## src/rtl/change_dispenser_ctrl.sv

```systemverilog
// change_dispenser_ctrl: sequences the 10-unit and 5-unit coin-return hoppers
// for a refund. It checks inventory first, then pulses each solenoid, confirms
// each coin on the exit sensor, and reports done, short-inventory and jam.
module change_dispenser_ctrl #(
    parameter int unsigned AMT_W       = 8,
    parameter int unsigned INV_W       = 6,
    parameter int unsigned PULSE_CYC   = 4,
    parameter int unsigned TIMEOUT_CYC = 16
) (
    input  logic             clk,
    input  logic             rst,
    input  logic             req,
    input  logic [AMT_W-1:0] amount,
    input  logic             inv_load,
    input  logic [INV_W-1:0] inv10_in,
    input  logic [INV_W-1:0] inv5_in,
    input  logic             clr_fault,
    input  logic             coin_seen,
    output logic             eject_10,
    output logic             eject_5,
    output logic             busy,
    output logic             done,
    output logic             err_short,
    output logic             jam,
    output logic [AMT_W-1:0] paid_out,
    output logic [INV_W-1:0] inv10,
    output logic [INV_W-1:0] inv5
);

    localparam int unsigned CNT_W = $clog2(PULSE_CYC + TIMEOUT_CYC + 1);
    localparam logic [AMT_W-1:0] FIVE = AMT_W'(5);
    localparam logic [AMT_W-1:0] TEN  = AMT_W'(10);
    localparam logic [AMT_W-1:0] ONE_A = AMT_W'(1);
    localparam logic [INV_W-1:0] ONE_I = INV_W'(1);
    localparam logic [CNT_W-1:0] ONE_C = CNT_W'(1);
    localparam logic [CNT_W-1:0] PULSE_LAST   = CNT_W'(PULSE_CYC - 1);
    localparam logic [CNT_W-1:0] TIMEOUT_LAST = CNT_W'(TIMEOUT_CYC - 1);

    typedef enum logic [2:0] {
        S_IDLE, S_CHECK, S_DRV10, S_WAIT10, S_DRV5, S_WAIT5, S_DONE, S_FAULT
    } state_t;

    state_t           state;
    logic [AMT_W-1:0] rem;
    logic [AMT_W-1:0] n10_r;
    logic [AMT_W-1:0] n5_r;
    logic [CNT_W-1:0] cnt;

    logic [AMT_W-1:0] inv10_ext;
    logic [AMT_W-1:0] inv5_ext;
    logic [AMT_W-1:0] max10;
    logic [AMT_W-1:0] n10_c;
    logic [AMT_W-1:0] n5_c;
    logic             mult5_c;

    // Coin split for the captured remainder: greedy on tens, limited by stock.
    assign inv10_ext = AMT_W'(inv10);
    assign inv5_ext  = AMT_W'(inv5);
    assign max10     = rem / TEN;
    assign n10_c     = (max10 < inv10_ext) ? max10 : inv10_ext;
    assign n5_c      = (rem - n10_c * TEN) / FIVE;
    assign mult5_c   = ((rem % FIVE) == '0);

    // Dispense sequencer; every output is a register updated with the state.
    always_ff @(posedge clk or negedge rst) begin
        if (!rst) begin
            state     <= S_IDLE;
            rem       <= '0;
            n10_r     <= '0;
            n5_r      <= '0;
            cnt       <= '0;
            eject_10  <= 1'b0;
            eject_5   <= 1'b0;
            busy      <= 1'b0;
            done      <= 1'b0;
            err_short <= 1'b0;
            jam       <= 1'b0;
            paid_out  <= '0;
            inv10     <= '0;
            inv5      <= '0;
        end else begin
            done      <= 1'b0;
            err_short <= 1'b0;
            case (state)
                S_IDLE: begin
                    if (inv_load) begin
                        inv10 <= inv10_in;
                        inv5  <= inv5_in;
                    end
                    if (req) begin
                        rem      <= amount;
                        paid_out <= '0;
                        busy     <= 1'b1;
                        state    <= S_CHECK;
                    end
                end
                S_CHECK: begin
                    if (!mult5_c || (n5_c > inv5_ext)) begin
                        err_short <= 1'b1;
                        busy      <= 1'b0;
                        state     <= S_IDLE;
                    end else if (rem == '0) begin
                        done  <= 1'b1;
                        state <= S_DONE;
                    end else begin
                        n10_r <= n10_c;
                        n5_r  <= n5_c;
                        cnt   <= '0;
                        if (n10_c != '0) begin
                            eject_10 <= 1'b1;
                            state    <= S_DRV10;
                        end else begin
                            eject_5 <= 1'b1;
                            state   <= S_DRV5;
                        end
                    end
                end
                S_DRV10: begin
                    if (cnt == PULSE_LAST) begin
                        eject_10 <= 1'b0;
                        cnt      <= '0;
                        state    <= S_WAIT10;
                    end else begin
                        cnt <= cnt + ONE_C;
                    end
                end
                S_DRV5: begin
                    if (cnt == PULSE_LAST) begin
                        eject_5 <= 1'b0;
                        cnt     <= '0;
                        state   <= S_WAIT5;
                    end else begin
                        cnt <= cnt + ONE_C;
                    end
                end
                S_WAIT10: begin
                    if (coin_seen) begin
                        inv10    <= inv10 - ONE_I;
                        n10_r    <= n10_r - ONE_A;
                        rem      <= rem - TEN;
                        paid_out <= paid_out + TEN;
                        cnt      <= '0;
                        if (n10_r > ONE_A) begin
                            eject_10 <= 1'b1;
                            state    <= S_DRV10;
                        end else if (n5_r != '0) begin
                            eject_5 <= 1'b1;
                            state   <= S_DRV5;
                        end else begin
                            done  <= 1'b1;
                            state <= S_DONE;
                        end
                    end else if (cnt == TIMEOUT_LAST) begin
                        jam   <= 1'b1;
                        state <= S_FAULT;
                    end else begin
                        cnt <= cnt + ONE_C;
                    end
                end
                S_WAIT5: begin
                    if (coin_seen) begin
                        inv5     <= inv5 - ONE_I;
                        n5_r     <= n5_r - ONE_A;
                        rem      <= rem - FIVE;
                        paid_out <= paid_out + FIVE;
                        cnt      <= '0;
                        if (n5_r > ONE_A) begin
                            eject_5 <= 1'b1;
                            state   <= S_DRV5;
                        end else begin
                            done  <= 1'b1;
                            state <= S_DONE;
                        end
                    end else if (cnt == TIMEOUT_LAST) begin
                        jam   <= 1'b1;
                        state <= S_FAULT;
                    end else begin
                        cnt <= cnt + ONE_C;
                    end
                end
                S_DONE: begin
                    busy  <= 1'b0;
                    state <= S_IDLE;
                end
                S_FAULT: begin
                    if (inv_load) begin
                        inv10 <= inv10_in;
                        inv5  <= inv5_in;
                    end
                    if (clr_fault) begin
                        jam   <= 1'b0;
                        busy  <= 1'b0;
                        rem   <= '0;
                        state <= S_IDLE;
                    end
                end
                default: begin
                    state <= S_IDLE;
                end
            endcase
        end
    end

endmodule

```

## config.mk

```make
export PLATFORM = sky130hd
export DESIGN_NAME = change_dispenser_ctrl
export DESIGN_NICKNAME = d
export VERILOG_FILES = /design/src/rtl/change_dispenser_ctrl.sv
export SDC_FILE = /design/constraint.sdc
export NUM_CORES = 1
export LEC_CHECK = 0
export ABC_CLOCK_PERIOD_IN_PS = 11200
export CORE_MARGIN = 4
export CORE_UTILIZATION = 35
export DETAILED_ROUTE_END_ITERATION = 12
export PLACE_DENSITY_LB_ADDON = 0.12
export SLEW_MARGIN = 20
export SYNTH_ARGS = -nofsm -noshare
export SYNTH_HDL_FRONTEND = slang
export SYNTH_SLANG_ARGS = --single-unit
```

## constraint.sdc

```tcl
create_clock -name clk -period 11.2 [get_ports clk]
set_clock_uncertainty 0.15 [all_clocks]
set_input_delay 2.24 -clock clk [delete_from_list [all_inputs] [get_ports clk]]
set_output_delay 2.24 -clock clk [all_outputs]
set_load 0.01 [all_outputs]
```

==> impl_metrics.csv <==
group,metric,value,unit
hold_path,hold_path.startpoint,"n5_r[7]",
logic_synthesis,yosysMostFrequentCell,"nor2_1",
cells_and_area,layout.cells.non_filler,1203,
die,dieArea,21700,sq um
detailed_routing,first_pass_iters,5,
clock_network,clock_latency,340,ps
critical_path,critical_path.endpoint_type,"flop",
flow_run,maxCapViolations,0,
critical_path,rr_startpoint,"rem[7]",
critical_path,critPathBufInv,4,
critical_path,start_kind,"flop",
die,die_h,147,microns
logic_synthesis,yosysSeqAreaShare,0.214,
logic_synthesis,yosysWarnings,0,
hold_path,whs_endpoint,"n5_r[7]",
detailed_routing,first_iter_violations,549,
clock_network,cts.sinks,58,
sta,tightest_slew,1070,ps
global_route,grt_pass1_vias,6485,
clock_network,clock-root-buffer,"clkbuf_16",
global_route,grt_overflow,0,
placed_design,port_buffers,51,
placed_design,placed_cells,1183,
logic_synthesis,post_synth.cell_area_avg,7.68,sq um
critical_path,critPathSlowestCell,"dfrtp_1",
critical_path,r2r_cells,47,
clock_network,clk_pin_slew,50,ps
clock_network,cts-buffers-inserted,9,
sta,setup-violations-final,0,
global_route,antenna_found_initial,0,
sta,fmax,0.0956,GHz
sta,slew_viol_final,0,
cells_and_area,drive_above_1_share,0.126,
die,core_area,18900,sq um
critical_path,cp.required,11300,ps
global_route,grt_pass1_wl,36100,microns
logic_synthesis,synthArstFlopShare,1.00,
detailed_routing,wire_per_inst,18.6,microns
die,rows,50,
cells_and_area,finish.instance_area,8040,sq um
logic_synthesis,ys_seq_elements,58,
sta,hold_viol,0,
placed_design,dp.final_hpwl,16600,microns
detailed_routing,detail_route.vias_per_cell,5.74,
logic_synthesis,yosysTopAreaCellShare,0.214,
critical_path,worstPathMaxFanout,22,
critical_path,path_common_cell,"ha_1",
placed_design,routabilityCongestion,0.922,
sta,fin_crit_sh,0.934,
sta,period_minus_slack,10460,ps
hold_path,hold_path_class,"reg2reg",
cells_and_area,fin_nets,1017,
critical_path,worstPathArrival,10560,ps
logic_synthesis,synth_cell_types,105,
die,start_util,0.360,
critical_path,cp_top_family,"compound AO/OA/AOI/OAI gates",
placed_design,dpl-instance-area,7650,sq um
status,outcome,"finished clean",
detailed_routing,ant_nets,0,
clock_network,postCtsHoldBufs,0,
critical_path,path_class,"reg2reg",
logic_synthesis,synth-edff-count,0,
logic_synthesis,synthTopCellsByArea,"dfrtp_1 21%, ha_1 9.0%, a21oi_1 6.2%",
critical_path,rrSetupSlack,740,ps
sta,maxSlewHeadroom,0.280,
critical_path,rr_endpoint,"cnt[3]",
cells_and_area,area_growth,18.2,%
logic_synthesis,synth_nets,962,
hold_path,hold_path_depth,1,
detailed_routing,num_vias,6908,
logic_synthesis,synthCells,885,
clock_network,cts.htree.levels,3,
die,io_pins,52,
detailed_routing,routed_wl,22300,microns
detailed_routing,drc,0,
global_route,grt_usage,0.207,
logic_synthesis,synth.top_cells.by_count,"86 x nor2_1, 84 x a21oi_1, 82 x o21ai_0, 64 x nand2_1, 58 x dfrtp_1",
die,chipWidth,147,microns
logic_synthesis,yosysTopAreaCell,"dfrtp_1",
logic_synthesis,synth_flop_cell,"dfrtp_1",
logic_synthesis,netlist_area,6800,sq um
cells_and_area,n_antenna_cell,0,
global_route,grt_max_degree,59,
clock_network,cts_max_path_buffers,2,
critical_path,crit_path_max_incr_delay,910,ps
clock_network,cts_tree,"done",
## cells in the final DEF (no fill, tap or decap), types with 16 or more instances in the layout
| master | count |
|---|---|
| inv_1 | 46 |
| nor2_1 | 86 |
| a21oi_1 | 83 |
| buf_4 | 42 |
| ha_1 | 49 |
| o21ai_0 | 80 |
| o22ai_1 | 16 |
| clkdlybuf4s50_1 | 50 |
| nor3_1 | 28 |
| dfrtp_1 | 57 |
| nand2_1 | 64 |
| nand3_1 | 27 |
## final cells by class
cell class | instances | area, sq um
Clock buffer | 11 | 243
Clock inverter | 3 | 65.1
Fill cell | 2008 | 10900
Inverter | 53 | 203
Multi-Input combinational cell | 724 | 4920
Sequential cell | 58 | 1450
Tap cell | 260 | 325
Timing Repair Buffer | 94 | 828
## per-layer routing
layer  track usage  vias up  part of all wire
li1              -     3395                 -
met1         0.295     3298              0.48
met2         0.317      177              0.45
met3        0.0241       38             0.037
met4        0.0839        0             0.031
met5             0        -                 0
## worst max-delay path by stage
stage	startpoint	to	slack [ps]	cells past startpoint
after floorplan	rem[2]	n10_r[2]	790	51
after global placement	rem[2]	cnt[3]	560	47
after detailed placement	rem[2]	cnt[3]	440	47
after CTS	rem[2]	cnt[3]	360	47
after global routing	rem[2]	cnt[3]	-10	53
final	rem[7]	cnt[3]	740	47
## flip-flops by register name, indices dropped and copies added, names as in the netlist
name       count
n10_r          8
n5_r           8
paid_out       8
rem            8
inv10          6
inv5           6
cnt            5
state          3
busy           1
done           1
eject_10       1
eject_5        1
err_short      1
jam            1
## stage by stage
| stage | utilization | hold WS, ps | setup slack, ps | TNS (ps) |
|---|---|---|---|---|
| detailed placement | 0.405 | 324 | 445 | 0 |
| global route | 0.425 | 372 | -9.84 | -9.84 |
| finish | 0.425 | 328 | 739 | 0 |
| global placement | 0.405 | 330 | 555 | 0 |
| CTS | 0.421 | 332 | 359 | 0 |
| floorplan | - | 299 | 787 | 0 |
## cell families (layout without fill, tap and decap cells)
group           count (synthesis)  count (layout)  share of synthesized area
flops                          58              58                      0.214
simple gates                  296             296                      0.215
xor+xnor                       25              25                     0.0372
mux                            19              19                     0.0372
buf+inv                       103             161                     0.0679
fa+ha+maj                      53              53                     0.0992
other cells                     1               1                   0.000552
compound gates                330             330                      0.329
## timing repair
| action | 4_1_cts | 5_1_grt |
|---|---|---|
| gates resized for setup | 0 | 9 |
| endpoints found under the setup margin | 0 | 20 |
| setup buffers | 0 | 5 |
Power is left out: the tool's default activity adds up to more than one toggle a clock period on the data nets, which glitch-free logic cannot reach.
